--- src/rtl/fadd_pkg.sv ---
// Shared types and constants for the sequential single-precision adder.
package fadd_pkg;

  typedef enum logic [2:0] {
    IDLE,
    ALIGN,
    ADD,
    NORM,
    DONE
  } state_t;

  localparam int MANT_W    = 24;
  localparam int SUM_W     = 25;
  localparam int EXP_W     = 8;
  localparam int EXP_INT_W = 10;

  localparam logic [31:0]      FP_POS_ZERO         = 32'h0000_0000;
  localparam logic [EXP_W-1:0] FP_INF_EXP          = 8'hFF;
  localparam int               ALIGN_LIMIT_DEFAULT = 25;

  // Denormals are flushed: a zero exponent yields a zero mantissa.
  function automatic logic [MANT_W-1:0] unpack_mant(input logic [31:0] f);
    return (f[30:23] == 8'd0) ? '0 : {1'b1, f[22:0]};
  endfunction

endpackage

--- src/rtl/fadd_seq_ctrl_if.sv ---
// Operand and result handshakes between issue logic and the adder sequencer.
interface fadd_seq_ctrl_if;
  logic        in_valid;
  logic        in_ready;
  logic [31:0] a;
  logic [31:0] b;
  logic        op_sub;
  logic        out_valid;
  logic        out_ready;
  logic [31:0] result;

  modport master (
    output in_valid, a, b, op_sub, out_ready,
    input  in_ready, out_valid, result
  );

  modport slave (
    input  in_valid, a, b, op_sub, out_ready,
    output in_ready, out_valid, result
  );
endinterface

--- src/rtl/fadd_norm_step.sv ---
// One normalize decision per cycle: zero/underflow/overflow detection,
// single-bit shift of the sum, or final packing.
module fadd_norm_step
  import fadd_pkg::*;
(
  input  logic                        sign,
  input  logic [SUM_W-1:0]            sum,
  input  logic signed [EXP_INT_W-1:0] exp_in,
  output logic                        done,
  output logic [31:0]                 pack_res,
  output logic [SUM_W-1:0]            sum_nxt,
  output logic signed [EXP_INT_W-1:0] exp_nxt
);

  localparam logic signed [EXP_INT_W-1:0] EXP_ZERO = '0;
  localparam logic signed [EXP_INT_W-1:0] EXP_ONE  = EXP_INT_W'(1);
  localparam logic signed [EXP_INT_W-1:0] EXP_MAX  = EXP_INT_W'(255);

  always_comb begin
    done     = 1'b0;
    pack_res = FP_POS_ZERO;
    sum_nxt  = sum;
    exp_nxt  = exp_in;
    if (sum == '0) begin
      done = 1'b1;
    end else if (exp_in <= EXP_ZERO) begin
      done     = 1'b1;
      pack_res = {sign, 31'd0};
    end else if (sum[SUM_W-1]) begin
      sum_nxt = sum >> 1;
      exp_nxt = exp_in + EXP_ONE;
    end else if (!sum[MANT_W-1]) begin
      sum_nxt = sum << 1;
      exp_nxt = exp_in - EXP_ONE;
    end else begin
      done = 1'b1;
      if (exp_in >= EXP_MAX)
        pack_res = {sign, FP_INF_EXP, 23'd0};
      else
        pack_res = {sign, exp_in[EXP_W-1:0], sum[MANT_W-2:0]};
    end
  end

endmodule

--- src/rtl/fadd_seq_ctrl.sv ---
// Multi-cycle IEEE single add/sub sequencer around one shared 25-bit add step.
//   state | meaning
//   IDLE  | waiting for operands, in_ready high
//   ALIGN | shift smaller mantissa right one bit per cycle until cnt is 0
//   ADD   | single mantissa add or subtract
//   NORM  | one normalize shift per cycle, then pack
//   DONE  | result held with out_valid until out_ready
module fadd_seq_ctrl
  import fadd_pkg::*;
#(
  parameter int ALIGN_LIMIT = ALIGN_LIMIT_DEFAULT,
  parameter bit SUB_EN      = 1'b1
) (
  input  logic            clk,
  input  logic            rst,
  fadd_seq_ctrl_if.slave  bus,
  output logic            busy
);

  state_t                        state;
  logic                          rdy_q;
  logic                          out_valid_q;
  logic [31:0]                   result_q;
  logic                          busy_q;
  logic [EXP_W-1:0]              cnt;
  logic [MANT_W-1:0]             m_a, m_b;
  logic                          sgn_a, sgn_b;
  logic signed [EXP_INT_W-1:0]   exp_r;
  logic [SUM_W-1:0]              sum;

  logic                          sa_in, sb_in, swap, far;
  logic [EXP_W-1:0]              ea_in, eb_in, e_big, diff;
  logic [MANT_W-1:0]             ma_in, mb_in;

  logic                          ns_done;
  logic [31:0]                   ns_res;
  logic [SUM_W-1:0]              ns_sum;
  logic signed [EXP_INT_W-1:0]   ns_exp;

  assign ea_in = bus.a[30:23];
  assign eb_in = bus.b[30:23];
  assign ma_in = unpack_mant(bus.a);
  assign mb_in = unpack_mant(bus.b);
  assign sa_in = bus.a[31];
  assign sb_in = bus.b[31] ^ (SUB_EN & bus.op_sub);

  // Larger magnitude always lands in the A slot so the subtract never goes negative.
  assign swap  = (eb_in > ea_in) || ((eb_in == ea_in) && (mb_in > ma_in));
  assign e_big = swap ? eb_in : ea_in;
  assign diff  = swap ? (eb_in - ea_in) : (ea_in - eb_in);
  assign far   = int'(diff) >= ALIGN_LIMIT;

  fadd_norm_step u_norm (
    .sign     (sgn_a),
    .sum      (sum),
    .exp_in   (exp_r),
    .done     (ns_done),
    .pack_res (ns_res),
    .sum_nxt  (ns_sum),
    .exp_nxt  (ns_exp)
  );

  assign bus.in_ready  = rdy_q & ~rst;
  assign bus.out_valid = out_valid_q;
  assign bus.result    = result_q;
  assign busy          = busy_q;

  always_ff @(posedge clk) begin
    if (rst) begin
      state       <= IDLE;
      rdy_q       <= 1'b1;
      out_valid_q <= 1'b0;
      result_q    <= FP_POS_ZERO;
      busy_q      <= 1'b0;
      cnt         <= '0;
      m_a         <= '0;
      m_b         <= '0;
      sgn_a       <= 1'b0;
      sgn_b       <= 1'b0;
      exp_r       <= '0;
      sum         <= '0;
    end else begin
      case (state)
        IDLE: begin
          if (bus.in_valid && rdy_q) begin
            m_a    <= swap ? mb_in : ma_in;
            m_b    <= far ? '0 : (swap ? ma_in : mb_in);
            sgn_a  <= swap ? sb_in : sa_in;
            sgn_b  <= swap ? sa_in : sb_in;
            exp_r  <= $signed({2'b00, e_big});
            cnt    <= far ? '0 : diff;
            rdy_q  <= 1'b0;
            busy_q <= 1'b1;
            state  <= ALIGN;
          end
        end
        ALIGN: begin
          if (cnt == '0) begin
            state <= ADD;
          end else begin
            m_b <= m_b >> 1;
            cnt <= cnt - 1'b1;
          end
        end
        ADD: begin
          sum   <= (sgn_a == sgn_b) ? ({1'b0, m_a} + {1'b0, m_b})
                                    : ({1'b0, m_a} - {1'b0, m_b});
          state <= NORM;
        end
        NORM: begin
          if (ns_done) begin
            result_q    <= ns_res;
            out_valid_q <= 1'b1;
            state       <= DONE;
          end else begin
            sum   <= ns_sum;
            exp_r <= ns_exp;
          end
        end
        DONE: begin
          if (bus.out_ready) begin
            out_valid_q <= 1'b0;
            rdy_q       <= 1'b1;
            busy_q      <= 1'b0;
            state       <= IDLE;
          end
        end
        default: state <= IDLE;
      endcase
    end
  end

endmodule

--- src/flat_wrapper.sv ---
// flat-port wrapper written by rule: the top's interface ports become plain ports
module fadd_seq_ctrl_flat import fadd_pkg::*;
#(
  parameter int ALIGN_LIMIT = ALIGN_LIMIT_DEFAULT,
  parameter bit SUB_EN      = 1'b1
)
  (clk, rst, busy, bus_in_valid, bus_a, bus_b, bus_op_sub, bus_out_ready, bus_in_ready, bus_out_valid, bus_result);
  fadd_seq_ctrl_if bus_i ();
  input  logic clk;
  input  logic rst;
  output logic busy;
  input wire logic [$bits(bus_i.in_valid)-1:0] bus_in_valid;
  input wire logic [$bits(bus_i.a)-1:0] bus_a;
  input wire logic [$bits(bus_i.b)-1:0] bus_b;
  input wire logic [$bits(bus_i.op_sub)-1:0] bus_op_sub;
  input wire logic [$bits(bus_i.out_ready)-1:0] bus_out_ready;
  output wire logic [$bits(bus_i.in_ready)-1:0] bus_in_ready;
  output wire logic [$bits(bus_i.out_valid)-1:0] bus_out_valid;
  output wire logic [$bits(bus_i.result)-1:0] bus_result;
  assign bus_i.in_valid = bus_in_valid;
  assign bus_i.a = bus_a;
  assign bus_i.b = bus_b;
  assign bus_i.op_sub = bus_op_sub;
  assign bus_i.out_ready = bus_out_ready;
  assign bus_in_ready = bus_i.in_ready;
  assign bus_out_valid = bus_i.out_valid;
  assign bus_result = bus_i.result;
  fadd_seq_ctrl #(.ALIGN_LIMIT(ALIGN_LIMIT), .SUB_EN(SUB_EN)) u_core (.clk(clk), .rst(rst), .bus(bus_i), .busy(busy));
endmodule
--- config.mk ---
export PLATFORM = sky130hd
export DESIGN_NAME = fadd_seq_ctrl_flat
export DESIGN_NICKNAME = d
export VERILOG_FILES = /design/src/rtl/fadd_pkg.sv /design/src/rtl/fadd_seq_ctrl_if.sv /design/src/rtl/fadd_norm_step.sv /design/src/rtl/fadd_seq_ctrl.sv /design/src/flat_wrapper.sv
export SDC_FILE = /design/constraint.sdc
export NUM_CORES = 1
export LEC_CHECK = 0
export CAP_MARGIN = 20
export CORE_ASPECT_RATIO = 0.8
export CORE_MARGIN = 5
export CORE_UTILIZATION = 37
export DETAILED_ROUTE_END_ITERATION = 12
export HOLD_SLACK_MARGIN = 0.15
export PLACE_DENSITY_LB_ADDON = 0.1
export SYNTH_ARGS = -nofsm -noshare
export SYNTH_HDL_FRONTEND = slang
export SYNTH_SLANG_ARGS = --single-unit
--- constraint.sdc ---
create_clock -name clk -period 10.1 [get_ports clk]
set_input_delay 2.525 -clock clk [delete_from_list [all_inputs] [get_ports clk]]
set_output_delay 2.525 -clock clk [all_outputs]
set_load 0.01 [all_outputs]
==> results of run 1 <==
-- cells by family (layout without fill, tap and decap cells) --
family / Yosys count / after routing / synth area share
XOR/XNOR: 58 / 58 / 0.0534
AO/OA/AOI/OAI: 387 / 387 / 0.262
AND/OR/NAND/NOR: 479 / 479 / 0.226
multiplexers: 13 / 13 / 0.0138
buffers and inverters: 149 / 213 / 0.0635
flip-flops: 131 / 131 / 0.276
adder cells (fa/ha/maj): 78 / 78 / 0.106
-- worst register-to-register path: stages (launching register included) --
cell,delay (ns)
dfxtp_1,0.38
nor4_1,0.65
inv_1,0.09
nor2_1,0.25
nand2_1,0.13
nor4_1,0.63
nor2_1,0.11
xnor2_1,0.16
ha_1,0.36
a21o_1,0.19
a21oi_1,0.16
and2_1,0.17
a311o_1,0.20
a21oi_1,0.07
nor3b_1,0.25
xnor2_1,0.11
a22oi_1,0.14
nor2_1,0.06
-- synth_stat cells, drive strengths merged (4+ instances only) --
cell,number,share of area
a211oi,40,0.032
a21o,21,0.017
a21oi,117,0.062
a221oi,4,0.0043
a22oi,26,0.021
a311oi,25,0.023
a31oi,8,0.0053
a32oi,23,0.021
and2,8,0.0053
and3,5,0.0033
buf,18,0.012
clkbuf,67,0.026
dfxtp,131,0.28
fa,4,0.0084
ha,74,0.097
inv,64,0.025
mux2i,12,0.013
nand2,129,0.051
nand3,18,0.0095
nand3b,4,0.0032
nand4,12,0.0085
nor2,192,0.076
nor2b,4,0.0026
nor3,56,0.029
nor3b,23,0.018
nor4,17,0.011
o211ai,6,0.0053
o21ai,80,0.042
o21bai,11,0.0087
o22ai,4,0.0026
o31ai,4,0.0032
xnor2,38,0.035
xor2,20,0.018
-- metrics by stage --
step	cell area, sq um	instances	setup WS, ns	total power [uW]	hold slack [ns]
3_3_place_gp	10700	1650	1.73	1960	0.443
5_1_grt	11400	1683	1.75	2830	0.486
3_5_place_dp	10700	1650	1.63	1960	0.446
4_1_cts	11300	1681	2.05	2640	0.461
2_1_floorplan	9520	1295	4.29	1660	0.432
6_report	11400	1683	2.20	2630	0.454
-- sequential cells by signal, indices dropped and copies added, names as in the netlist, 3 cells and up --
signal,count
u_core.exp_r,10
u_core.cnt,8
u_core.state,3
u_core.bus.result,32
u_core.sum,25
u_core.m_a,24
u_core.m_b,24
-- cell type report --
cell class	count	area [sq um]
Inverter	64	240
Tap cell	324	405
Timing Repair Buffer	118	1160
Fill cell	2555	13900
Multi-Input combinational cell	1015	6330
Clock inverter	13	184
Clock buffer	18	439
Sequential cell	131	2620
-- layer usage --
layer,share of wire,vias to the layer above,track usage
li1,-,4752,-
met1,0.48,4255,0.256
met2,0.47,171,0.316
met3,0.037,23,0.0328
met4,0.012,0,0.0413
met5,0,-,0
-- worst max path at each step --
stage | endpoint | from | slack (ns)
after floorplan | u_core.m_b[2] | bus_b[24] | 4.29
after global placement | u_core.cnt[2] | bus_b[24] | 1.73
after detailed placement | u_core.cnt[2] | bus_b[24] | 1.63
after CTS | u_core.cnt[2] | bus_b[24] | 2.05
after global routing | u_core.m_b[11] | bus_b[24] | 1.75
final | u_core.m_b[11] | bus_b[24] | 2.20
-- layout by cell type (no fill, tap or decap), types with 5 or more instances in the layout --
master,count
a211oi_1,40
a21o_1,21
a21oi_1,117
a22oi_1,26
a311oi_1,25
a31oi_1,7
a32oi_1,23
and2_1,8
and3_1,5
buf_4,14
clkbuf_16,17
clkdlybuf4s50_1,102
dfxtp_1,131
ha_1,74
inv_1,64
mux2i_1,12
nand2_1,129
nand3_1,17
nand4_1,11
nor2_1,191
nor3_1,55
nor3b_1,22
nor4_1,17
o211ai_1,5
o21ai_0,77
o21bai_1,11
xnor2_1,38
xor2_1,20
-- power by group --
group	leakage [uW]	switching, uW	internal, uW
logic	0.00331	733	496
clock network	0.000298	242	418
registers	0.00107	121	616
==> reports/results.md, run 1 <==
| Group | Parameter | Reported |
|:---|:---|:---|
| status | Run status | completed |
| hold path | Hold_sp | u_core.busy |
| synth | Synth Cell Area | 9520 sq um |
| critical path | Reg2Reg Setup Slack | 5.86 ns |
| critical path | Reg-to-reg critical path startpoint | u_core.m_b[7] |
| hold path | Hold Path End | u_core.busy |
| cells and area | Post-Route Utilization | 0.449 |
| drt | Post-DRT Antenna Nets | 0 |
| synth | Total nets after synthesis | 1442 |
| synth | Yosys Warn Count | 0 |
| critical path | Worst path cell trace | clkdlybuf4s50_1 -> nor4_1 -> nand2_1 -> nand2_1 -> inv_1 -> ha_1 -> a21oi_1 -> o21ai_0 -> a211oi_1 -> a21oi_1 -> o211ai_4 -> mux2i_1 -> xnor2_1 -> and4_1 -> a32oi_1 -> a211oi_1 |
| drt | Post-detailed-route wirelength per cell | 16.4 microns |
| sta | Final worst-path cycle share | 0.782 |
| clock network | TritonCTS clock tree | yes |
| critical path | Worst R2R End | u_core.sum[24] |
| sta | Setup_tns | 0 ns |
| power and ir drop | Leakage power figure | 0.00467 uW |
| critical path | Peak fanout along the critical path | 27 |
| clock network | Maximum level of the CTS H-tree | 4 |
| sta | Relative slew margins | 0.303 |
| sta | Count of endpoints failing hold in the final timing report | 0 |
| critical path | Critical path arrival | 8.24 ns |
| cells and area | Number of diodes added for antenna fixing | 0 |
| floorplan | Die Area | 29000 sq um |
| sta | Shortest clock period the worst path allows after layout | 7.90 ns |
| global route | Via count of the first global-routing pass | 8774 |
| critical path | Category of the most critical setup path | primary input to flop |
| critical path | Cell class contributing the biggest share of worst-path delay | compound AO/OA/AOI/OAI gates |
| critical path | Path length in cells of the critical path | 16 |
| sta | Count of pins over their slew limit | 0 |
| sta | Setup skew after layout | 0.0129 ns |
| synth | Sequential area share after synthesis | 0.276 |
| critical path | Critical path startpoint category | primary input |
| critical path | Critical path capture point type | flop |
| placement | Detailed placement HPWL | 20.2 mm |
| critical path | Worst path bufs/invs | 2 |
| floorplan | Chip Height | 153 microns |
| cells and area | Area Growth Syn to Fin | 19.5% |
| synth | Gate count of the mapped netlist | 1295 |
| job | Max-capacitance violation count | 0 |
| synth | Most common flop cell mapped by yosys | dfxtp_1 |
| power and ir drop | Total power per unit cell area | 231 nW/um^2 |
| placement | Global placer's final weighted congestion | 0.861 |
| cells and area | Share of post-route cells with drive strength above 1 | 0.0442 |
| drt | Final Routed Wirelength | 27.6 mm |
| clock network | Clock buffers created by TritonCTS | 17 |
| power and ir drop | Peak ir drop on the vdd network | 0.136 mV |
| global route | Antenna violations before repair | 0 |
| synth | Synthesized area divided by synthesized cell count | 7.35 sq um |
| cells and area | Final nets | 1494 |
| synth | Synthesized flop and latch total | 131 |
| drt | Routed vias | 9201 |
| drt | Violation count after the first detailed-routing iteration | 558 |
| critical path | Endpoint required time on the critical path | 10.44 ns |
| drt | Vias per Instance | 5.47 |
| clock network | Clk Latency, worst-skew pair | 0.43 ns |
| drt | Iteration count of the initial detailed-routing pass | 5 |
| placement | Number of input and output port buffers inserted | 103 |
| clock network | Clock transition at the register clock pins on the worst setup and hold paths after CTS | 0.06 ns |
| floorplan | Starting density of the core | 0.376 |
| sta | Tightest Pin Transition | 1.05 ns |
| clock network | Setup fix buffers added after clock tree synthesis | 0 |
| critical path | Critical Path Max Stage Delay | 0.88 ns |
| floorplan | Die outline width | 189 microns |
| global route | Total grt overflow | 0 |
| clock network | Maximum clock path buffer count | 2 |
| hold path | Hold path cells | 2 |
| sta | Total of endpoints with negative setup slack in the final report | 0 |
| clock network | Hold buffer count at cts | 0 |
| critical path | Cell depth of the worst flop-to-flop path | 17 |
| synth | Share of async-settable or async-resettable flops after synthesis | 0 |
| global route | Wire length of the first global-routing pass | 45.2 mm |
| synth | Cell variety after synth | 59 |
| clock network | Clock tree sinks | 131 |
| sta | Achievable Freq | 127 MHz |
| critical path | Slowest stage cell, crit path | and4_1 |
| floorplan | Area of the core region | 25300 sq um |
| global route | Combined global-route utilization of all metal layers | 0.189 |
| hold path | Tightest Hold Check Type | flop to flop |
| floorplan | Ports | 104 |
| clock network | Count of instances resized after the clock tree is built | 0 |
| sta | Setup repair after global routing missed its margin | no |
| synth | EDFF count, synth | 0 |
| global route | Maximum number of pins on one net before global-route repair | 96 |
| drt | DRC violations left | 0 |
| clock network | CTS root buffer | clkbuf_16 |
| floorplan | Num rows | 52 |
Note: power is estimated with default switching activity, not from simulation.
==> run 2: changes to the inputs <==
==> constraint.sdc (replaced) <==
create_clock -name clk -period 7.18 [get_ports clk]
set_input_delay 1.795 -clock clk [delete_from_list [all_inputs] [get_ports clk]]
set_output_delay 1.795 -clock clk [all_outputs]
set_load 0.01 [all_outputs]
==> reports/results.md, run 2 (synthesized netlist as in run 1, its figures left out) <==
| Group | Parameter | Reported |
|:---|:---|:---|
| drt | WL met2 | 13.1 mm |
| cells and area | Final nets | 1497 |
| drt | Violation count after the first detailed-routing iteration | 530 |
| drt | DRC violations left | 0 |
| hold path | Tightest Hold Check Type | flop to flop |
| clock network | Hold buffer count at cts | 0 |
| critical path | Launch point of the worst path | bus_b[24] |
| clock network | Clock buffers created by TritonCTS | 17 |
| power and ir drop | Combinational share of power | 0.474 |
| hold path | Hold Path End | u_core.bus.out_valid |
| sta | Shortest clock period the worst path allows after layout | 6.29 ns |
| critical path | Peak fanout along the critical path | 26 |
| sta | Total of endpoints with negative setup slack in the final report | 0 |
| power and ir drop | Peak ir drop on the vdd network | 0.184 mV |
| drt | Iteration count of the initial detailed-routing pass | 7 |
| sta | Setup repair after global routing missed its margin | no |
| placement | Global placer's final weighted congestion | 0.873 |
| cells and area | Number of flip-flops under the largest register name | 32 |
| cells and area | Number of diodes added for antenna fixing | 0 |
| critical path | Cell depth of the worst flop-to-flop path | 19 |
| power and ir drop | Clock network fraction of total power | 0.242 |
| sta | Setup_tns | 0 ns |
| floorplan | Die outline width | 189 microns |
| sta | Tightest Pin Transition | 0.902 ns |
| cells and area | Share of post-route cells with drive strength above 1 | 0.0463 |
| critical path | Worst path bufs/invs | 3 |
| clock network | Clk Latency, worst-skew pair | 0.43 ns |
| clock network | CTS root buffer | clkbuf_16 |
| power and ir drop | Total power per unit cell area | 320 nW/um^2 |
| drt | Final Routed Wirelength | 27.6 mm |
| sta | Relative slew margins | 0.396 |
| critical path | Worst path cell trace | clkdlybuf4s50_1 -> nor4_1 -> nand2_1 -> nand2_1 -> inv_1 -> ha_1 -> a21oi_1 -> o21ai_0 -> a211oi_1 -> a21oi_1 -> o211ai_4 -> mux2i_1 -> xnor2_1 -> a311o_1 -> buf_4 -> nand4_1 -> o22ai_1 |
| job | Max-capacitance violation count | 0 |
| power and ir drop | Internal cell power | 2090 uW |
| floorplan | Starting density of the core | 0.376 |
| drt | Post-DRT Antenna Nets | 0 |
| critical path | Critical path startpoint category | primary input |
| floorplan | Area of the core region | 25300 sq um |
| critical path | Endpoint required time on the critical path | 7.53 ns |
| hold path | Hold_sp | u_core.bus.out_valid |
| critical path | Cell class contributing the biggest share of worst-path delay | compound AO/OA/AOI/OAI gates |
| cells and area | Most frequent cells in the layout | nor2_1, dfxtp_1, nand2_1 |
| global route | Maximum number of pins on one net before global-route repair | 96 |
| power and ir drop | Leakage power figure | 0.00466 uW |
| cells and area | Area Growth Syn to Fin | 19.4% |
| sta | Worst path setup slack after routing | 0.888 ns |
| power and ir drop | Switching Share | 0.423 |
| global route | Total grt overflow | 0 |
| drt | Routed vias | 9310 |
| placement | Number of input and output port buffers inserted | 103 |
| critical path | Reg2Reg Setup Slack | 3.06 ns |
| clock network | Clock transition at the register clock pins on the worst setup and hold paths after CTS | 0.06 ns |
| placement | Standard cell area after detailed placement | 10800 sq um |
| clock network | TritonCTS clock tree | yes |
| sta | Final worst-path cycle share | 0.876 |
| cells and area | Final design instance area without fill | 11400 sq um |
| drt | Highest Signal Layer | met4 |
| critical path | Critical path capture point type | flop |
| power and ir drop | Net switching power | 1540 uW |
| clock network | Maximum level of the CTS H-tree | 4 |
| critical path | Reg-to-reg critical path startpoint | u_core.m_b[0] |
| cells and area | Area of the multi-input gates | 6330 sq um |
| cells and area | Most common library cell in the layout ignoring fill and taps | nor2_1 |
| critical path | Critical Path Max Stage Delay | 0.50 ns |
| floorplan | Die Area | 29000 sq um |
| sta | Setup skew after layout | 0.00957 ns |
| critical path | Slowest stage cell, crit path | nand2_1 |
| status | Run status | completed |
| drt | Detailed-routed wire length on met3 | 848 microns |
| floorplan | Ports | 104 |
| cells and area | Layout filler cell count | 2648 |
| placement | Dpl ws | 0.493 ns |
| drt | Vias per Instance | 5.52 |
| sta | Achievable Freq | 159 MHz |
| placement | Detailed placement HPWL | 20.6 mm |
| power and ir drop | Sequential share of power | 0.284 |
| cells and area | Post-Route Utilization | 0.449 |
| drt | M1 WL | 13.5 mm |
| sta | Count of pins over their slew limit | 0 |
| clock network | Maximum clock path buffer count | 2 |
| global route | Via count of the first global-routing pass | 8821 |
| sta | Count of endpoints failing hold in the final timing report | 0 |
| critical path | Worst R2R End | u_core.sum[24] |
| hold path | Hold path cells | 2 |
| clock network | Setup fix buffers added after clock tree synthesis | 0 |
| power and ir drop | Overall power | 3630 uW |
| floorplan | Num rows | 52 |
| global route | Antenna violations before repair | 0 |
| clock network | Clock tree sinks | 131 |
| global route | Wire length of the first global-routing pass | 45.2 mm |
| critical path | Category of the most critical setup path | primary input to flop |
| floorplan | Chip Height | 153 microns |
| critical path | Critical path arrival | 6.64 ns |
| drt | Post-detailed-route wirelength per cell | 16.4 microns |
| global route | Combined global-route utilization of all metal layers | 0.188 |
| cells and area | Sequential cell area | 2620 sq um |
| clock network | Count of instances resized after the clock tree is built | 0 |
-- run 2: worst reg2reg max path: stages (launching register included) --
cell and delay [ns]:
dfxtp_1 0.34, inv_1 0.11, ha_1 0.21, nand3b_1 0.11
or2_2 0.32, nor2_1 0.22, nand2_1 0.11, nor4_1 0.56
nor2_1 0.12, xnor2_1 0.16, ha_1 0.36, a21o_1 0.18
a21oi_1 0.18, and2_1 0.18, a311o_1 0.20, a21oi_1 0.07
nor3b_1 0.22, xnor2_1 0.11, a22oi_1 0.15, nor2_1 0.06
-- run 2: layout make-up --
cell class | count | share of cell area
sequential | 131 | 0.231
inverter | 64 | 0.0211
timing repair buffer | 121 | 0.104
clock buffer | 19 | 0.0399
clock inverter | 12 | 0.0117
tap | 324 | 0.0357
multi-input combinational | 1015 | 0.557
-- run 2: through the flow --
step	hold WS, ns	std cells
2_1_floorplan	0.432	1295
3_3_place_gp	0.442	1654
3_5_place_dp	0.449	1654
4_1_cts	0.462	1685
5_1_grt	0.485	1686
6_report	0.456	1686
-- run 2: worst max path at each step --
| stage | to | slack, ns | cells past startpoint |
|---|---|---|---|
| final | u_core.cnt[2] | 0.89 | 17 |
| after global routing | u_core.cnt[2] | 0.48 | 17 |
| after CTS | u_core.cnt[2] | 0.91 | 17 |
| after detailed placement | u_core.cnt[2] | 0.49 | 17 |
| after global placement | u_core.cnt[3] | 0.60 | 18 |
| after floorplan | u_core.m_b[2] | 2.10 | 19 |
-- run 2: layer usage --
layer  up-vias  GRT usage
met2       138      0.321
met5         -          0
met3        17     0.0294
met1      4393      0.254
li1       4762          -
met4         0     0.0358
-- run 2: power by group through the flow --
stage | sequential (uW) | clock (uW) | combinational, uW
after floorplan | 990 | 0 | 1340
after global placement | 1050 | 0 | 1710
after detailed placement | 1050 | 0 | 1720
after CTS | 1030 | 896 | 1730
after global routing | 1060 | 927 | 1940
final | 1030 | 877 | 1720
==> run 3: changes to the inputs <==
--- a/config.mk
+++ b/config.mk
@@ -6,11 +6,11 @@
 export NUM_CORES = 1
 export LEC_CHECK = 0
 export CAP_MARGIN = 20
-export CORE_ASPECT_RATIO = 0.8
+export CORE_ASPECT_RATIO = 1.5
 export CORE_MARGIN = 5
 export CORE_UTILIZATION = 37
 export DETAILED_ROUTE_END_ITERATION = 12
-export HOLD_SLACK_MARGIN = 0.15
+export HOLD_SLACK_MARGIN = 0.1
 export PLACE_DENSITY_LB_ADDON = 0.1
 export SYNTH_ARGS = -nofsm -noshare
 export SYNTH_HDL_FRONTEND = slang
==> reports/results.md, run 3 (synthesized netlist as in run 1, its figures left out) <==
| Group | Parameter | Reported |
|:---|:---|:---|
| global route | Fraction of met1 tracks used by global routing | 0.242 |
| drt | Post-detailed-route wirelength per cell | 16.0 microns |
| hold path | Tightest Hold Check Type | flop to flop |
| critical path | Reg-to-reg critical path startpoint | u_core.m_b[2] |
| global route | Wire length of the first global-routing pass | 44.4 mm |
| critical path | Critical path arrival | 6.35 ns |
| drt | Post-DRT Antenna Nets | 0 |
| power and ir drop | Leakage power figure | 0.00469 uW |
| critical path | CP endpoint | u_core.cnt[2] |
| sta | Relative slew margins | 0.327 |
| sta | Setup_tns | 0 ns |
| cells and area | Final nets | 1496 |
| critical path | Launch point of the worst path | bus_a[24] |
| power and ir drop | Peak ir drop on the vdd network | 0.152 mV |
| clock network | CTS root buffer | clkbuf_16 |
| cells and area | Number of flip-flops under the largest register name | 32 |
| floorplan | Ports | 104 |
| critical path | Category of the most critical setup path | primary input to flop |
| cells and area | Final design instance area without fill | 11400 sq um |
| critical path | Critical path capture point type | flop |
| clock network | Clock tree sinks | 131 |
| clock network | Maximum clock path buffer count | 2 |
| sta | Total of endpoints with negative setup slack in the final report | 0 |
| cells and area | Most frequent cells in the layout | nor2_1, dfxtp_1, nand2_1 |
| sta | Final worst-path cycle share | 0.839 |
| global route | Via count of the first global-routing pass | 8680 |
| global route | Met2 demand-to-capacity share in global routing | 0.325 |
| global route | Antenna violations before repair | 0 |
| cells and area | Post-Route Utilization | 0.446 |
| job | Max-capacitance violation count | 0 |
| placement | Detailed placement HPWL | 20.5 mm |
| clock network | Clock transition at the register clock pins on the worst setup and hold paths after CTS | 0.06 ns |
| critical path | Peak fanout along the critical path | 47 |
| clock network | Hold buffer count at cts | 0 |
| drt | Violation count after the first detailed-routing iteration | 567 |
| placement | Global placer's final weighted congestion | 0.819 |
| critical path | Critical path startpoint category | primary input |
| sta | Setup repair after global routing missed its margin | no |
| sta | Setup skew after layout | 0.0107 ns |
| floorplan | Chip Height | 206 microns |
| sta | Tightest Pin Transition | 1.01 ns |
| placement | Cell total after placement | 1663 |
| sta | Tightest hold margin | 0.451 ns |
| drt | DRC violations left | 0 |
| global route | Total grt overflow | 0 |
| cells and area | Area Growth Syn to Fin | 19.9% |
| placement | Number of input and output port buffers inserted | 103 |
| global route | Maximum number of pins on one net before global-route repair | 99 |
| sta | Count of pins over their slew limit | 0 |
| clock network | Count of instances resized after the clock tree is built | 0 |
| global route | Fraction of met3 tracks used by global routing | 0.0215 |
| clock network | Clock buffers created by TritonCTS | 17 |
| cells and area | Most common library cell in the layout ignoring fill and taps | nor2_1 |
| floorplan | Num rows | 72 |
| drt | Final Routed Wirelength | 27.1 mm |
| cells and area | Non-filler cells, final | 1695 |
| clock network | Maximum level of the CTS H-tree | 4 |
| sta | Shortest clock period the worst path allows after layout | 6.02 ns |
| cells and area | Number of diodes added for antenna fixing | 0 |
| floorplan | Area of the core region | 25600 sq um |
| status | Run status | completed |
| cells and area | Layout filler cell count | 2698 |
| global route | Peak-usage layer in the global routing report | met2 |
| clock network | Clk Latency, worst-skew pair | 0.42 ns |
| sta | Count of endpoints failing hold in the final timing report | 0 |
| drt | Iteration count of the initial detailed-routing pass | 5 |
| cells and area | Sequential cell area | 2620 sq um |
| sta | Achievable Freq | 166 MHz |
| drt | Vias per Instance | 5.43 |
| critical path | Worst R2R End | u_core.sum[24] |
| cells and area | Share of post-route cells with drive strength above 1 | 0.0448 |
| global route | Combined global-route utilization of all metal layers | 0.186 |
| critical path | Reg2Reg Setup Slack | 3.08 ns |
| cells and area | Area of the multi-input gates | 6320 sq um |
| clock network | Setup fix buffers added after clock tree synthesis | 0 |
| floorplan | Starting density of the core | 0.372 |
| floorplan | Die outline width | 141 microns |
| critical path | Cell depth of the worst flop-to-flop path | 18 |
| drt | Routed vias | 9203 |
| power and ir drop | Total power per unit cell area | 322 nW/um^2 |
| critical path | Endpoint required time on the critical path | 7.51 ns |
| placement | Standard cell area after detailed placement | 10800 sq um |
| floorplan | Die Area | 29100 sq um |
| clock network | TritonCTS clock tree | yes |
==> run 3: changes by cell type in the layout (fill, tap and decap cells not counted) <==
cell and delta:
inv_6 -1, clkinv_4 +3, clkbuf_1 +1, nor2_1 +1, buf_8 -1, bufinv_16 +2
clkinvlp_4 -4, nor2_2 -1
==> run 3: where the power goes <==
group	internal [uW]	total, uW	switching (uW)
clock	600	940	340
combinational	698	1710	1010
sequential	867	1030	167
total	2170	3680	1510
==> run 3: metrics by stage <==
stage               power, uW  worst slack, ns
finish                   3680             1.16
global route             3990            0.788
CTS                      3710             1.18
detailed placement       2750            0.760
global placement         2740            0.814
floorplan                2330             2.10
==> run 3: layout make-up <==
type / count / area share
Clock buffer: 20 / 0.0400
Clock inverter: 12 / 0.0158
Inverter: 64 / 0.0211
Multi-Input combinational cell: 1015 / 0.554
Sequential cell: 131 / 0.230
Tap cell: 333 / 0.0365
Timing Repair Buffer: 120 / 0.102
==> run 3: per-layer routing <==
metal | wire [microns] | vias to the layer above
met5 | 0 | -
met4 | 454 | 0
met3 | 1060 | 23
met2 | 13300 | 174
met1 | 12300 | 4236
li1 | - | 4770
==> run 3: how the worst min path moves through the flow <==
stage | slack (ns) | from | to | cells past startpoint
after detailed placement | 0.44 | u_core.busy | u_core.busy | 2
after global placement | 0.44 | u_core.bus.result[28] | u_core.bus.result[28] | 2
after CTS | 0.46 | u_core.busy | u_core.busy | 2
after floorplan | 0.43 | u_core.cnt[6] | u_core.cnt[6] | 1
after global routing | 0.49 | u_core.busy | u_core.busy | 2
final | 0.45 | u_core.busy | u_core.busy | 2
==> run 3: critical path: stages <==
cell	delay, ns
clkdlybuf4s50_1	0.58
nor4_1	0.09
nand2_1	0.09
buf_4	0.41
nand2_1	0.14
ha_1	0.33
nand4_1	0.15
nor4_1	0.66
nand2_1	0.10
a21oi_1	0.25
o211ai_4	0.30
mux2i_1	0.27
xor2_1	0.22
a311o_1	0.14
buf_4	0.29
nand4_1	0.25
o22ai_1	0.25
==> edit 1, RTL diff (settings of run 2) <==
Set the package constant `ALIGN_LIMIT_DEFAULT` to 12 (it was 25).
--- a/src/rtl/fadd_pkg.sv
+++ b/src/rtl/fadd_pkg.sv
@@ -16,7 +16,7 @@
 
   localparam logic [31:0]      FP_POS_ZERO         = 32'h0000_0000;
   localparam logic [EXP_W-1:0] FP_INF_EXP          = 8'hFF;
-  localparam int               ALIGN_LIMIT_DEFAULT = 25;
+  localparam int               ALIGN_LIMIT_DEFAULT = 12;
 
   // Denormals are flushed: a zero exponent yields a zero mantissa.
   function automatic logic [MANT_W-1:0] unpack_mant(input logic [31:0] f);
Formal check against the unedited RTL: same outputs for any inputs over 4 cycles, from zero or initial values and one cycle with rst high; that may be too few to reach the edited logic, so the function may still have changed.
==> edit 1 against run 2 <==
Worst hold slack worse by 0.0072 ns. Total power is 14% higher. Synthesized area grew 4.4%. Sequential cell count stayed put. Combinational power is 27% higher. Design area is 4.1% higher. Worst setup slack gained 0.36 ns. Routed wire length is 11% higher. Die area up 4.2%.
==> edit 1: results (changes against run 2) <==
Status: complete, no violations (unchanged)
Multi-input logic cell count: 1096 (was 1015)
Post-Layout Cell Count: 1776 (was 1686)
Clk_skew: 0.0115 ns (was 0.00957 ns)
Multi-input logic area: 6790 um2 (was 6330 um2)
Final-layout clock-cell area share: 4.98% (was 5.15%)
RR Endpoint: u_core.sum[24] (unchanged)
Seq/Total Area, Yosys: 26.4% (was 27.6%)
Sequential share of cell area: 22.2% (was 23.1%)
DP HPWL: 22.8 mm (was 20.6 mm)
Core Box Area: 26400 um2 (was 25300 um2)
Post-CTS setup repair buffer count: 0 (unchanged)
Slew HR: 32.6% (was 39.6%)
NonClk Buf Share: 10.5% (was 10.4%)
CTS tree: built (unchanged)
Power Dens Cells: 350 nW/um2 (was 320 nW/um2)
Synth async-reset ratio: 0% (unchanged)
Arr. time, crit path: 6.27 ns (was 6.64 ns)
Dpl cell area: 11200 um2 (was 10800 um2)
First-pass DRT Iterations: 6 (was 7)
Static leakage: 4.66 nW (about the same)
# clk buffers: 21 (was 19)
Number of global-route vias before repair: 9397 (was 8821)
Detailed Route Iter0 Violations: 571 (was 530)
FILL cells: 2770 (was 2648)
Reg2Reg Depth: 13 (was 19)
Crit path max fanout: 29 (was 26)
CTS HTree Levels: 4 (unchanged)
Nonclk buf count: 123 (was 121)
ANT cells: 0 (unchanged)
EDFF count, synth: 0 (unchanged)
Max reg flops: 32 (unchanged)
Largest net degree at the start of global routing: 71 (was 96)
Final hold violation count: 0 (unchanged)
Max VDD drop: 0.185 mV (was 0.184 mV)
Syn Inst Count: 1360 (was 1295)
First-pass GRT wire length: 50.2 mm (was 45.2 mm)
Inverter count: 37 (was 64)
Maximum clock frequency: 168 MHz (was 159 MHz)
Vias/cell: 5.61 (was 5.52)
Warnings from Yosys: 0 (unchanged)
Syn_nets: 1507 (was 1442)
Placed cell count: 1742 (was 1654)
Final Net Count: 1553 (was 1497)
R2r startpoint: u_core.m_b[6] (was u_core.m_b[0])
CP endpoint: u_core.m_b[1] (was u_core.cnt[2])
Root Buffer: clkbuf_16 (unchanged)
Leading post-synthesis cells by cell area: dfxtp_1 (26%), ha_1 (9.3%), a21oi_1 (8.1%), nor2_1 (6.2%), nand2_1 (5.6%) (was dfxtp_1 (28%), ha_1 (9.7%), nor2_1 (7.6%), a21oi_1 (6.2%), nand2_1 (5.1%))
Reg-to-reg slack, setup: 3.03 ns (was 3.06 ns)
Seq cells post-synth: 131 (unchanged)
Port Buffers: 103 (unchanged)
Share of layout cells above drive strength 1: 5.71% (was 4.63%)
Distinct cells, synth: 70 (was 59)
Gpl congestion: 0.912 (was 0.873)
Synth cell count leaders: nor2_1 (164), a21oi_1 (161), nand2_1 (147) (was nor2_1 (192), dfxtp_1 (131), nand2_1 (129))
CTS max path bufs: 2 (unchanged)
Worst slack, placed: 0.809 ns (was 0.493 ns)
Cts bufs inserted: 17 (unchanged)
DRT Wirelength: 30.8 mm (was 27.6 mm)
Gr usage total: 20.0% (was 18.8%)
==> edit 1: cell count changes after synthesis, sizes merged, moves of 23 or more <==
cell    delta
a21oi     +44
a211oi    +33
inv       -27
nor2      -27
nand4     +26
and2      +25
nor3      -25
nand3     +23
==> edit 1: how the worst min path moves through the flow <==
stage                                startpoint               endpoint  slack [ns]  cells past startpoint
after CTS                 u_core.bus.result[17]  u_core.bus.result[17]        0.45                      2
after global placement    u_core.bus.result[24]  u_core.bus.result[24]        0.44                      2
final                     u_core.bus.result[24]  u_core.bus.result[24]        0.45                      2
after detailed placement  u_core.bus.result[24]  u_core.bus.result[24]        0.44                      2
after floorplan                  u_core.m_a[23]         u_core.m_a[23]        0.44                      2
after global routing      u_core.bus.result[13]  u_core.bus.result[13]        0.47                      2
==> edit 1: worst max-delay path, cell delays in order <==
cell and delay, ns:
clkdlybuf4s50_1 0.51, nor4_1 0.39, nand2_1 0.11, buf_4 0.22
and2_1 0.21, ha_1 0.33, nand4_2 0.16, or4_1 0.59
a21o_1 0.21, o2111a_2 0.34, nor2_4 0.31, a211oi_1 0.17
a22oi_2 0.17, buf_4 0.33, nand4_1 0.15, a221oi_1 0.25
==> edit 1: power breakdown <==
group | leakage, nW | internal [mW] | switching [mW]
Combinational | 3.33 | 0.887 | 1.30
Sequential | 1.07 | 0.885 | 0.190
Clock | 0.272 | 0.531 | 0.348
==> edit 1: cell families after synthesis <==
kind of cell | synth area share [%]
simple gates | 25.6
compound gates | 27.7
buf+inv | 5.44
flops | 26.4
fa+ha+maj | 10.1
xor+xnor | 4.41
mux | 0.403
==> edit 1: per-layer routing <==
layer	global-route usage (%)	routed length (um)	vias up
li1	-	-	5021
met1	27.8	15200	4713
met2	32.6	14000	196
met3	3.62	1110	30
met4	4.68	442	0
met5	0	0	-
==> edit 2, RTL diff (config.mk and constraints of run 2) <==
Made on the original files. The 5 states of `state_t` get a one-hot encoding in 5 bits.
--- a/src/rtl/fadd_pkg.sv
+++ b/src/rtl/fadd_pkg.sv
@@ -1,12 +1,12 @@
 // Shared types and constants for the sequential single-precision adder.
 package fadd_pkg;
 
-  typedef enum logic [2:0] {
-    IDLE,
-    ALIGN,
-    ADD,
-    NORM,
-    DONE
+  typedef enum logic [4:0] {
+    IDLE  = 5'b00001,
+    ALIGN = 5'b00010,
+    ADD   = 5'b00100,
+    NORM  = 5'b01000,
+    DONE  = 5'b10000
   } state_t;
 
   localparam int MANT_W    = 24;
Formal check against the unedited RTL: same outputs for any inputs over 4 cycles, from zero or initial values and one cycle with rst high; so few cycles prove little.
==> edit 2 against run 2 <==
Synthesized cell count grew 6.6%. Sequential cell count grew 2. Critical path depth shrank 1. Count of clock-buffer cells in the layout shrank 1. Clock power shrank 2%. Combinational power shrank 41%. Synthesized area grew 6.8%. Design area grew 6.0%. Worst setup slack gained 0.0086 ns. Total power shrank 25%. Routed wire length grew 9.9%. Via count grew 7.9%. Largest cell class unchanged.
==> edit 2: results (changes against run 2) <==
Status: complete, no violations (unchanged)
Number of global-route vias before repair: 9638 (was 8821)
Reg-to-reg slack, setup: 3.22 ns (was 3.06 ns)
Distinct cells, synth: 66 (was 59)
HP Start: u_core.bus.result[26] (was u_core.bus.out_valid)
Static leakage: 4.66 nW (about the same)
Clk_skew: 0.0144 ns (was 0.00957 ns)
Hold Path Sink: u_core.bus.result[26] (was u_core.bus.out_valid)
Synth async-reset ratio: 0% (unchanged)
Final Net Count: 1577 (was 1497)
DP HPWL: 22.8 mm (was 20.6 mm)
Worst slack, placed: 0.686 ns (was 0.493 ns)
Gr usage total: 19.6% (was 18.8%)
Resized Gates After CTS: 0 (unchanged)
Max reg flops: 32 (unchanged)
Post-CTS setup repair buffer count: 0 (unchanged)
ANT cells: 0 (unchanged)
Share of layout cells above drive strength 1: 5.27% (was 4.63%)
Detailed Route Iter0 Violations: 695 (was 530)
Port Buffers: 103 (unchanged)
Synth cell count leaders: nor2_1 (163), a21oi_1 (154), nand2_1 (147) (was nor2_1 (192), dfxtp_1 (131), nand2_1 (129))
Avg WL per Cell: 16.8 um (was 16.4 um)
CTS HTree Levels: 4 (unchanged)
Root Buffer: clkbuf_16 (unchanged)
First-pass DRT Iterations: 5 (was 7)
Worst slew pin tran: 0.941 ns (was 0.902 ns)
FILL cells: 2804 (was 2648)
Reg2Reg Depth: 16 (was 19)
Crit path max fanout: 29 (was 26)
CTS max path bufs: 2 (unchanged)
Vias: 10.0k (was 9310)
RR Endpoint: u_core.sum[24] (unchanged)
Max VDD drop: 0.182 mV (was 0.184 mV)
Class of the worst hold path: reg2reg (unchanged)
Syn_nets: 1528 (was 1442)
Clk_lat worst skew: 0.43 ns (about the same)
Seq/Total Area, Yosys: 26.2% (was 27.6%)
Arr. time, crit path: 6.62 ns (was 6.64 ns)
Largest net degree at the start of global routing: 69 (was 96)
Top_reg_cell synth: dfxtp_1 (unchanged)
Leading post-synthesis cells by cell area: dfxtp_1 (26%), ha_1 (9.1%), a21oi_1 (7.6%), nor2_1 (6.0%), a211oi_1 (5.9%) (was dfxtp_1 (28%), ha_1 (9.7%), nor2_1 (7.6%), a21oi_1 (6.2%), nand2_1 (5.1%))
Worst-path clk slew: 0.06 ns (about the same)
Cts bufs inserted: 17 (unchanged)
Warnings from Yosys: 0 (unchanged)
First-pass GRT wire length: 49.8 mm (was 45.2 mm)
Switching part of the total power: 37.0% (was 42.3%)
Initial antenna violation count: 0 (unchanged)
Hold path depth: 2 (unchanged)
R2r startpoint: u_core.m_b[1] (was u_core.m_b[0])
Gpl congestion: 0.904 (was 0.873)
-- edit 2: cell types whose count changed after synthesis, moves of 12 or more --
cell,before,now
a211oi_1,40,80
a21oi_1,117,154
a221oi_1,3,15
a22oi_1,26,5
a311oi_1,25,7
a32oi_1,23,2
and2_1,8,30
inv_1,64,43
nand2_1,129,147
nand3_1,18,61
nor2_1,192,163
o211ai_1,5,18
o21ai_0,77,43
-- edit 2: kinds of logic (layout without fill, tap and decap cells) --
family | after synthesis | in the layout | share of synthesized area (%)
compound gates | 403 | 403 | 26.2
simple gates | 571 | 571 | 27.1
fa+ha+maj | 78 | 78 | 9.90
flops | 133 | 133 | 26.2
mux | 3 | 3 | 0.296
xor+xnor | 57 | 57 | 4.91
buf+inv | 136 | 198 | 5.41
-- edit 2: worst max-delay path by stage --
stage	end	cells past startpoint	slack, ns	start
5_1_grt	u_core.m_b[19]	16	0.72	bus_b[28]
2_1_floorplan	u_core.m_b[10]	17	2.18	bus_b[24]
6_report	u_core.m_b[0]	16	0.90	bus_b[28]
3_3_place_gp	u_core.m_b[19]	16	0.72	bus_b[28]
3_5_place_dp	u_core.m_b[6]	16	0.69	bus_b[28]
4_1_cts	u_core.m_b[0]	16	1.12	bus_b[28]
-- edit 2: cell type report --
cell class | count | share of cell area, %
Clock buffer | 18 | 3.56
Inverter | 43 | 1.34
Timing Repair Buffer | 123 | 9.95
Multi-Input combinational cell | 1112 | 58.0
Sequential cell | 133 | 22.1
Clock inverter | 14 | 1.27
Tap cell | 364 | 3.78
-- edit 2: through the flow --
step	hold WS [ns]	instance area, um2	std cells	total power [mW]
4_1_cts	0.451	12000	1806	2.77
6_report	0.446	12000	1807	2.74
5_1_grt	0.463	12000	1807	2.93
3_3_place_gp	0.440	11400	1774	1.89
3_5_place_dp	0.443	11400	1774	1.89
2_1_floorplan	0.436	10200	1381	1.61
-- edit 2: power by group through the flow --
stage	clock network (mW)	registers, mW	logic (mW)
after detailed placement	0	0.877	1.01
final	0.862	0.861	1.01
after CTS	0.886	0.860	1.02
after floorplan	0	0.853	0.762
after global routing	0.922	0.869	1.14
after global placement	0	0.876	1.01
-- edit 2: critical path, stage by stage --
cell	delay, ns
clkdlybuf4s50_1	0.47
nor4_1	0.60
nand2_1	0.12
buf_4	0.24
and2_1	0.21
ha_1	0.32
nand4_1	0.21
nor4_1	0.61
nand3_1	0.20
and2_0	0.36
nand2_4	0.23
mux2i_1	0.30
a311o_1	0.21
buf_4	0.34
a221oi_1	0.13
a211oi_1	0.23
-- edit 2: routing by layer --
layer	global-route usage (%)	vias up	part of all wire [%]
met2	34.0	180	48
met3	3.17	26	3.7
met5	0	-	0
met1	25.8	4721	47
li1	-	5115	-
met4	4.65	0	1.3
